## src/rtl/stego_decode.sv

```systemverilog
// Steganographic block decoder: scans a 64x64 image in 4x4 blocks, finds the two reference
// levels per block, rebuilds a base-3 word from the data pixels. Option: STEGO_DECODE_ERR_CHECK_EN.
module stego_decode (
  input  logic        clk,
  input  logic        rst_n,
  input  logic        start,
  output logic [5:0]  row,
  output logic [5:0]  col,
  input  logic [23:0] in_pix,
  output logic [15:0] word,
  output logic        word_valid,
  input  logic        word_ready,
  output logic        busy,
  output logic        decode_done,
  output logic        err
);
  localparam logic [2:0] IDLE    = 3'd0;
  localparam logic [2:0] P1_ADDR = 3'd1;
  localparam logic [2:0] P1_SAMP = 3'd2;
  localparam logic [2:0] P2_ADDR = 3'd3;
  localparam logic [2:0] P2_SAMP = 3'd4;
  localparam logic [2:0] EMIT    = 3'd5;
  localparam logic [2:0] DONE    = 3'd6;

  logic [2:0]  state;
  logic [5:0]  base_r, base_c;
  logic [3:0]  idx, kb;
  logic [7:0]  ref_a, ref_b;
  logic        has_b;
  logic [23:0] acc, pw;

  logic [7:0]        v, ref_sel;
  logic signed [8:0] da, dr;
  logic              near_a, skip, last_blk;
  logic [1:0]        digit;
  logic [23:0]       term, acc_nxt, pw_nxt;
  logic [3:0]        nidx;
  logic [5:0]        nxt_r, nxt_c;
  logic              unused_pix;

  assign unused_pix = ^{in_pix[23:16], in_pix[7:0]};
  assign v = in_pix[15:8];

  // Differences are taken 9-bit signed so levels near 0/255 never wrap.
  assign da      = $signed({1'b0, v}) - $signed({1'b0, ref_a});
  assign near_a  = (da >= -9'sd1) && (da <= 9'sd1);
  assign ref_sel = near_a ? ref_a : ref_b;
  assign dr      = $signed({1'b0, v}) - $signed({1'b0, ref_sel});
  assign skip    = (idx == 4'd0) || (has_b ? (idx == kb) : (idx == 4'd1));

  always_comb begin
    digit = 2'd0;
    if (dr == 9'sd1)       digit = 2'd1;
    else if (dr == -9'sd1) digit = 2'd2;
  end

  always_comb begin
    term = 24'd0;
    if (digit == 2'd1)      term = pw;
    else if (digit == 2'd2) term = pw << 1;
  end

  assign acc_nxt  = skip ? acc : acc + term;
  assign pw_nxt   = skip ? pw : (pw << 1) + pw;
  assign nidx     = idx + 4'd1;
  assign nxt_c    = base_c + 6'd4;
  assign nxt_r    = (base_c == 6'd60) ? base_r + 6'd4 : base_r;
  assign last_blk = (base_r == 6'd60) && (base_c == 6'd60);

  assign word_valid  = (state == EMIT);
  assign busy        = (state != IDLE) && (state != DONE);
  assign decode_done = (state == DONE);

  always_ff @(posedge clk or negedge rst_n) begin
    if (!rst_n) begin
      state  <= IDLE;
      base_r <= 6'd0;
      base_c <= 6'd0;
      row    <= 6'd0;
      col    <= 6'd0;
      idx    <= 4'd0;
      kb     <= 4'd0;
      ref_a  <= 8'd0;
      ref_b  <= 8'd0;
      has_b  <= 1'b0;
      acc    <= 24'd0;
      pw     <= 24'd1;
      word   <= 16'd0;
    end else begin
      case (state)
        IDLE, DONE: if (start) begin
          state  <= P1_ADDR;
          base_r <= 6'd0;
          base_c <= 6'd0;
          row    <= 6'd0;
          col    <= 6'd0;
          idx    <= 4'd0;
          has_b  <= 1'b0;
          acc    <= 24'd0;
          pw     <= 24'd1;
        end
        P1_ADDR: state <= P1_SAMP;
        P1_SAMP: begin
          // B defaults to A so a uniform block still has a defined second reference.
          if (idx == 4'd0) begin
            ref_a <= v;
            ref_b <= v;
          end else if (!has_b && !near_a) begin
            ref_b <= v;
            kb    <= idx;
            has_b <= 1'b1;
          end
          idx   <= nidx;
          row   <= base_r + {4'd0, nidx[3:2]};
          col   <= base_c + {4'd0, nidx[1:0]};
          state <= (idx == 4'd15) ? P2_ADDR : P1_ADDR;
        end
        P2_ADDR: state <= P2_SAMP;
        P2_SAMP: begin
          acc <= acc_nxt;
          pw  <= pw_nxt;
          idx <= nidx;
          row <= base_r + {4'd0, nidx[3:2]};
          col <= base_c + {4'd0, nidx[1:0]};
          if (idx == 4'd15) begin
            state <= EMIT;
            word  <= acc_nxt[15:0];
          end else begin
            state <= P2_ADDR;
          end
        end
        EMIT: if (word_ready) begin
          if (last_blk) begin
            state <= DONE;
          end else begin
            state  <= P1_ADDR;
            base_r <= nxt_r;
            base_c <= nxt_c;
            row    <= nxt_r;
            col    <= nxt_c;
            has_b  <= 1'b0;
            acc    <= 24'd0;
            pw     <= 24'd1;
          end
        end
        default: state <= IDLE;
      endcase
    end
  end

`ifdef STEGO_DECODE_ERR_CHECK_EN
  logic bad;
  assign bad = (dr < -9'sd1) || (dr > 9'sd1);

  always_ff @(posedge clk or negedge rst_n) begin
    if (!rst_n)                                         err <= 1'b0;
    else if ((state == IDLE || state == DONE) && start) err <= 1'b0;
    else if (state == P2_SAMP && !skip && bad)          err <= 1'b1;
  end
`else
  assign err = 1'b0;
`endif
endmodule
```

## config.mk

```make
export PLATFORM = sky130hd
export DESIGN_NAME = stego_decode
export DESIGN_NICKNAME = d
export VERILOG_FILES = /design/src/rtl/stego_decode.sv
export SDC_FILE = /design/constraint.sdc
export NUM_CORES = 1
export LEC_CHECK = 0
export CAP_MARGIN = 20
export CORE_ASPECT_RATIO = 1.4
export CORE_MARGIN = 2
export CORE_UTILIZATION = 65
export CTS_BUF_LIST = sky130_fd_sc_hd__clkbuf_8
export DETAILED_ROUTE_END_ITERATION = 6
export PLACE_DENSITY = 0.92
export SYNTH_ARGS = -nofsm -noshare
export SYNTH_HDL_FRONTEND = slang
export SYNTH_SLANG_ARGS = --single-unit
```

## constraint.sdc

```tcl
create_clock -name clk -period 18.4 [get_ports clk]
set_clock_uncertainty 0.1 [all_clocks]
set_input_delay 2.76 -clock clk [delete_from_list [all_inputs] [get_ports clk]]
set_output_delay 2.76 -clock clk [all_outputs]
set_load 0.005 [all_outputs]
```

==> load_flow_metrics.sql, run 1 <==
INSERT INTO impl_metrics (metric_group, metric, value, unit) VALUES
('run_status', 'run_status', 'completed', ''),
('hold_path', 'worstHoldPathType', 'flip-flop to flip-flop', ''),
('clock_network', 'post-cts-setup-buffer-count', '0', ''),
('setup_path', 'end_kind', 'flip-flop', ''),
('sta', 'finalHoldViolCount', '0', ''),
('floorplan', 'dieWidth', '89.1', 'µm'),
('setup_path', 'crit_path_max_fanout', '18', ''),
('sta', 'hold_slack', '0.387', 'ns'),
('sta', 'postLayoutSetupSlackWorst', '7.43', 'ns'),
('route', 'vias', '5651', ''),
('global_routing', 'grt_max_degree', '75', ''),
('setup_path', 'cp-start-kind', 'input port', ''),
('setup_path', 'worstSetupPathType', 'input port to flip-flop', ''),
('synthesis', 'post-synth-top-area-cell', 'sky130_fd_sc_hd__dfrtp_1', ''),
('synthesis', 'ranking_of_synthesized_cells_by_area', 'sky130_fd_sc_hd__dfrtp_1 (36%), sky130_fd_sc_hd__ha_1 (10%), sky130_fd_sc_hd__o21ai_0 (5.2%)', ''),
('synthesis', 'asyncSetResetFlopFracSynth', '1.00', ''),
('sta', 'tightest_slew', '1.06', 'ns'),
('placed_design', 'post-dp-hpwl', '11000', 'µm'),
('clock_network', 'cts_max_path_buffers', '2', ''),
('layout', 'n_fill_cell', '674', ''),
('global_routing', 'vias_in_the_first_global_route', '5579', ''),
('synthesis', 'synthesis.area', '0.00659', 'mm²'),
('synthesis', 'yosys.area.top_type_share', '0.361', ''),
('clock_network', 'cts.repair.resized', '0', ''),
('sta', 'timing.final.max_slew_violations', '0', ''),
('sta', 'final.setup.tns', '0', 'ns'),
('floorplan', 'row_count', '43', ''),
('synthesis', 'yosys.cell_types.count', '70', ''),
('synthesis', 'synth_ff_type', 'sky130_fd_sc_hd__dfrtp_1', ''),
('job', 'cap_viol_max_count', '0', ''),
('layout', 'antenna-diode-count', '0', ''),
('placed_design', 'post_dp_cell_area', '0.00711', 'mm²'),
('clock_network', 'htree_num_levels', '3', ''),
('layout', 'layout_cell_share_with_drive_strength_beyond_1', '0.0802', ''),
('clock_network', 'cts_sinks', '96', ''),
('sta', 'max_clock_freq', '0.0912', 'GHz'),
('pwr', 'report.power.total', '0.959', 'mW'),
('layout', 'final_area', '0.00733', 'mm²'),
('layout', 'final_net_count', '841', ''),
('pwr', 'worst_ir_drop_vdd', '0.0583', 'mV'),
('route', 'antenna_violation_net_count_after_detailed_routing', '0', ''),
('global_routing', 'remaining_global_route_overflow', '0', ''),
('placed_design', 'buffer_ports.inserted', '42', ''),
('placed_design', 'worst_setup_timing_slack_at_the_placement_stage', '7.19', 'ns'),
('layout', 'multiInputGateArea', '0.00396', 'mm²'),
('pwr', 'power.density_cell_area', '131', 'mW/mm²'),
('sta', 'rsz0062_at_grt', 'no', ''),
('floorplan', 'coreArea', '0.00990', 'mm²'),
('clock_network', 'cts.reportedPaths.clkPinSlew', '0.10', 'ns'),
('clock_network', 'holdBufCountCts', '0', ''),
('layout', 'area_growth_syn_to_layout', '11.3', '%'),
('placed_design', 'gp_congestion', '0.942', ''),
('sta', 'maxSlewHeadroom', '0.292', ''),
('sta', 'post-route-period-util', '0.596', ''),
('clock_network', 'clkLatencyLatePin', '0.38', 'ns'),
('sta', 'setup-violations-final', '0', ''),
('floorplan', 'initial_core_util', '0.665', ''),
('route', 'drt_iter0_drc', '333', ''),
('global_routing', 'grt_use_total', '0.291', ''),
('route', 'wl', '15400', 'µm'),
('layout', 'finalCoreUtilization', '0.741', ''),
('global_routing', 'grt_pass1_wl', '25300', 'µm'),
('synthesis', 'number_of_flops_mapped_to_enable_cells_by_yosys', '0', ''),
('route', 'routed_wire_length_per_instance', '17.2', 'µm'),
('route', 'detailedRoute.firstPassIterationCount', '6', ''),
('placed_design', 'dp_cells', '880', ''),
('route', 'viasPerCell', '6.31', ''),
('synthesis', 'post_synth.cell_area_avg', '9.11', 'µm²'),
('clock_network', 'clock_tree_from_tritoncts', 'yes', ''),
('synthesis', 'ys_seq_area_frac', '0.365', ''),
('layout', 'seqCellArea', '0.00240', 'mm²');
==> flip-flops by register name, summed over array words and instances, names as in the netlist, 6 cells and up <==
signal	cells
acc	16
row	6
word	16
ref_b	8
pw	16
ref_a	8
col	6
==> worst max-delay path: cells and delay by family <==
kind	cells	cell delay [ns]
mux	2	0.49
buf+inv	6	0.77
fa+ha+maj	7	2.00
compound gates	14	4.04
simple gates	4	0.47
xor+xnor	3	0.57
==> logic make-up (layout without fill, tap and decap cells) <==
logic type / count (synthesis) / count (layout) / synth area share
simple gates: 220 / 220 / 0.161
mux: 28 / 28 / 0.0465
buf+inv: 59 / 95 / 0.0355
xor+xnor: 39 / 39 / 0.0519
flops: 96 / 96 / 0.365
compound gates: 223 / 223 / 0.226
other cells: 1 / 3 / 0.000569
fa+ha+maj: 57 / 57 / 0.113
==> cells in the mapped netlist (all sizes together) (2+ instances only) <==
library cell and instances:
nand2b 5, ha 53, nor4 2, inv 32
o31a 3, clkbuf 18, o22ai 5, a21oi 40
nor3b 4, or2 4, a21o 14, o21bai 7
nor2b 8, a22o 22, and2 5, and3 12
mux2i 7, a32o 2, a31oi 6, nand4 4
nor3 13, o31ai 12, or3 6, o211ai 5
buf 8, nand3b 2, a2111oi 3, xnor2 23
nor2 47, nand3 24, dfrtp 95, mux2 21
a21boi 3, a211oi 6, nand2 79, xor2 16
o21a 7, o21ai 70, a22oi 3, o2111ai 4
fa 4
==> metal layers <==
metal  vias up  wire [µm]  share of wire  GRT usage
met3        34        687          0.045     0.0547
met5         -          0              0          0
met4         0        354          0.023      0.114
met1      2753       6170           0.40      0.342
met2       180       8210           0.53      0.517
li1       2684          -              -          -
==> placed cells by master (no fill, tap or decap), drive strengths merged, types with 13 or more instances in the layout <==
cell type,n
xnor2,23
nor2,47
ha,53
clkdlybuf4s50,41
a21oi,40
dfrtp,95
nand3,24
xor2,16
o21ai,70
mux2,21
a21o,14
a22o,22
nand2,79
inv,35
nor3,13
==> power breakdown <==
part / switching (mW) / total [mW] / internal (mW)
clock network: 0.0804 / 0.158 / 0.0780
registers: 0.0440 / 0.297 / 0.253
logic: 0.299 / 0.504 / 0.205
total: 0.423 / 0.959 / 0.536
==> cell type report <==
type	instances	area share
Inverter	33	0.0169
Tap cell	135	0.0230
Clock inverter	7	0.0138
Timing Repair Buffer	46	0.0611
Multi-Input combinational cell	570	0.540
Clock buffer	9	0.0169
Sequential cell	96	0.328
==> worst paths after layout <==
| path | cells past startpoint | end | slack (ns) | startpoint |
|---|---|---|---|---|
| max | 36 | word[14] | 7.43 | in_pix[8] |
| max reg2reg | 34 | word[14] | 10.00 | ref_a[0] |
| min in group asynchronous | 1 | acc[13] | 2.17 | rst_n |
| max in group asynchronous | 2 | word[9] | 14.82 | rst_n |
| min reg2reg | 2 | col[0] | 0.39 | col[0] |
| min | 2 | col[0] | 0.39 | col[0] |
Note: power is estimated with default switching activity, not from simulation.
==> inputs of run 2 (changes only) <==
- CORE_UTILIZATION: 65 -> 60
- PLACE_DENSITY: 0.92 -> 0.86
- clock period: 18.4 -> 10.1 ns (I/O delays scaled with it)
==> load_flow_metrics.sql, run 2 (synthesis results as in run 1) <==
INSERT INTO impl_metrics (metric_group, metric, value, unit) VALUES
('layout', 'layout_cell_share_with_drive_strength_beyond_1', '0.0826', ''),
('layout', 'antenna-diode-count', '0', ''),
('hold_path', 'worstHoldStart', 'word[12]', ''),
('clock_network', 'htree_num_levels', '3', ''),
('route', 'wl_met3', '382', 'µm'),
('sta', 'min_period', '9.28', 'ns'),
('sta', 'tightest_slew', '0.986', 'ns'),
('route', 'detail_route.wirelength.met1', '5970', 'µm'),
('setup_path', 'crit_path_max_cell_delay', '0.50', 'ns'),
('clock_network', 'cts_sinks', '96', ''),
('placed_design', 'post-dp-hpwl', '10900', 'µm'),
('sta', 'maxSlewHeadroom', '0.342', ''),
('sta', 'hold_slack', '0.388', 'ns'),
('route', 'wl', '14400', 'µm'),
('clock_network', 'post-cts-setup-buffer-count', '0', ''),
('clock_network', 'cts_root_buffer', 'sky130_fd_sc_hd__clkbuf_8', ''),
('floorplan', 'row_count', '45', ''),
('layout', 'most-common-layout-cells', 'sky130_fd_sc_hd__dfrtp_1 (95), sky130_fd_sc_hd__nand2_1 (78), sky130_fd_sc_hd__o21ai_0 (69)', ''),
('floorplan', 'initial_core_util', '0.613', ''),
('pwr', 'power.switching_fraction', '0.439', ''),
('layout', 'finalCoreUtilization', '0.682', ''),
('setup_path', 'crit_required', '10.25', 'ns'),
('pwr', 'worst_ir_drop_vdd', '0.104', 'mV'),
('setup_path', 'beginning_of_the_worst_register_to_register_path', 'ref_a[0]', ''),
('sta', 'timing.final.max_slew_violations', '0', ''),
('route', 'met2WireLength', '7650', 'µm'),
('global_routing', 'remaining_global_route_overflow', '0', ''),
('clock_network', 'clkLatencyLatePin', '0.38', 'ns'),
('clock_network', 'cts-buffers-inserted', '9', ''),
('sta', 'max_clock_freq', '0.108', 'GHz'),
('floorplan', 'design.die.area', '0.0118', 'mm²'),
('setup_path', 'worstSetupPathType', 'input port to flip-flop', ''),
('global_routing', 'antenna_found_initial', '0', ''),
('route', 'routed_wire_length_per_instance', '15.9', 'µm'),
('layout', 'area_growth_syn_to_layout', '11.3', '%'),
('pwr', 'clock_network_power_share', '0.155', ''),
('sta', 'final.setup.tns', '0', 'ns'),
('route', 'vias', '5491', ''),
('setup_path', 'worst_path_most_repeated_cell', 'sky130_fd_sc_hd__inv_1', ''),
('route', 'antenna_violation_net_count_after_detailed_routing', '0', ''),
('route', 'drc', '0', ''),
('route', 'highest-signal-layer', 'met4', ''),
('sta', 'rsz0062_at_grt', 'no', ''),
('floorplan', 'dieWidth', '92.6', 'µm'),
('floorplan', 'ios', '60', ''),
('placed_design', 'gp_congestion', '0.929', ''),
('global_routing', 'grt_use_total', '0.258', ''),
('pwr', 'power.density_cell_area', '232', 'mW/mm²'),
('floorplan', 'coreArea', '0.0108', 'mm²'),
('clock_network', 'cts.reportedPaths.clkPinSlew', '0.09', 'ns'),
('sta', 'post-route-period-util', '0.918', ''),
('placed_design', 'buffer_ports.inserted', '42', ''),
('global_routing', 'grt_pass1_wl', '24900', 'µm'),
('route', 'drt_iter0_drc', '257', ''),
('hold_path', 'hold_end', 'word[12]', ''),
('global_routing', 'vias_in_the_first_global_route', '5488', ''),
('route', 'detailedRoute.firstPassIterationCount', '5', ''),
('pwr', 'p_leak', '3.36', 'nW'),
('clock_network', 'cts.repair.resized', '0', ''),
('sta', 'setup-violations-final', '0', ''),
('floorplan', 'floorplan.die.height', '128', 'µm'),
('hold_path', 'min_delay_path_depth', '2', ''),
('pwr', 'cellInternalPower', '0.955', 'mW'),
('global_routing', 'grt_max_degree', '70', ''),
('hold_path', 'worstHoldPathType', 'flip-flop to flip-flop', ''),
('pwr', 'seqPwrFrac', '0.317', ''),
('job', 'cap_viol_max_count', '0', ''),
('clock_network', 'cts_max_path_buffers', '2', ''),
('clock_network', 'clock_tree_from_tritoncts', 'yes', ''),
('layout', 'leading_cell_type_in_the_layout_fill_and_taps_excluded', 'sky130_fd_sc_hd__dfrtp_1', ''),
('route', 'viasPerCell', '6.07', ''),
('clock_network', 'holdBufCountCts', '0', ''),
('setup_path', 'crit_slowest_cell', 'sky130_fd_sc_hd__a311oi_1', ''),
('run_status', 'run_status', 'completed', ''),
('sta', 'finalHoldViolCount', '0', ''),
('pwr', 'combPwrFrac', '0.528', ''),
('pwr', 'p_switching', '0.747', 'mW'),
('setup_path', 'cp-start-kind', 'input port', ''),
('setup_path', 'r2r_cells', '35', ''),
('setup_path', 'end_kind', 'flip-flop', ''),
('setup_path', 'crit_arrival', '9.42', 'ns'),
('setup_path', 'regToRegSetupSlack', '2.11', 'ns'),
('setup_path', 'crit_path_max_fanout', '16', ''),
('setup_path', 'critical_r2r_capture', 'word[14]', ''),
('layout', 'final_net_count', '843', ''),
('layout', 'layout_top_registers', 'acc x16, pw x16, word x16', '');
-- run 2: cell types whose count changed in the layout (fill, tap and decap cells not counted) --
| cell | delta |
|---|---|
| sky130_fd_sc_hd__buf_4 | +2 |
| sky130_fd_sc_hd__inv_6 | -2 |
| sky130_fd_sc_hd__clkinvlp_4 | -1 |
| sky130_fd_sc_hd__bufinv_16 | -1 |
| sky130_fd_sc_hd__clkinv_4 | +2 |
| sky130_fd_sc_hd__clkinv_2 | +1 |
| sky130_fd_sc_hd__inv_8 | +1 |
-- run 2: power groups by stage --
| stage | Combinational, mW | Clock, mW | Sequential [mW] |
|---|---|---|---|
| 5_1_grt | 1.00 | 0.282 | 0.554 |
| 4_1_cts | 0.894 | 0.265 | 0.538 |
| 2_1_floorplan | 0.696 | 0 | 0.513 |
| 3_5_place_dp | 0.888 | 0 | 0.546 |
| 6_report | 0.899 | 0.263 | 0.540 |
| 3_3_place_gp | 0.842 | 0 | 0.537 |
-- run 2: routing by layer --
layer  global-route usage  up-vias
li1                     -     2700
met1                0.314     2632
met2                0.451      120
met3               0.0200       39
met4                0.140        0
met5                    0        -
-- run 2: worst max path at each step --
| stage | start | endpoint | depth (start not counted) |
|---|---|---|---|
| after global placement | in_pix[9] | word[14] | 35 |
| after CTS | in_pix[8] | word[14] | 37 |
| after global routing | in_pix[8] | word[14] | 37 |
| final | in_pix[8] | word[14] | 37 |
| after detailed placement | in_pix[8] | word[14] | 37 |
| after floorplan | in_pix[8] | acc[14] | 35 |
-- run 2: through the flow --
step	worst slack (ns)	total power, mW	cells	instance area [µm²]
floorplan	1.74	1.21	725	6600
global placement	0.806	1.38	888	7130
detailed placement	0.519	1.43	888	7130
CTS	0.913	1.70	904	7330
global route	0.283	1.84	904	7330
finish	0.825	1.70	904	7330
-- run 2: layout make-up --
| class | instances | area (µm²) |
|---|---|---|
| clock buffers | 9 | 124 |
| clock inverters | 7 | 80.1 |
| fillers | 826 | 3420 |
| inverters | 33 | 124 |
| multi-input cells | 570 | 3960 |
| flip-flops and latches | 96 | 2400 |
| well taps | 141 | 176 |
| repair buffers | 48 | 463 |
-- run 2: critical path: cells and delay by family --
kind | cells | cell delay (ns)
AO/OA/AOI/OAI | 15 | 3.67
XOR/XNOR | 2 | 0.38
adder cells (fa/ha/maj) | 7 | 1.97
buffers and inverters | 7 | 0.93
multiplexers | 2 | 0.45
AND/OR/NAND/NOR | 4 | 0.48
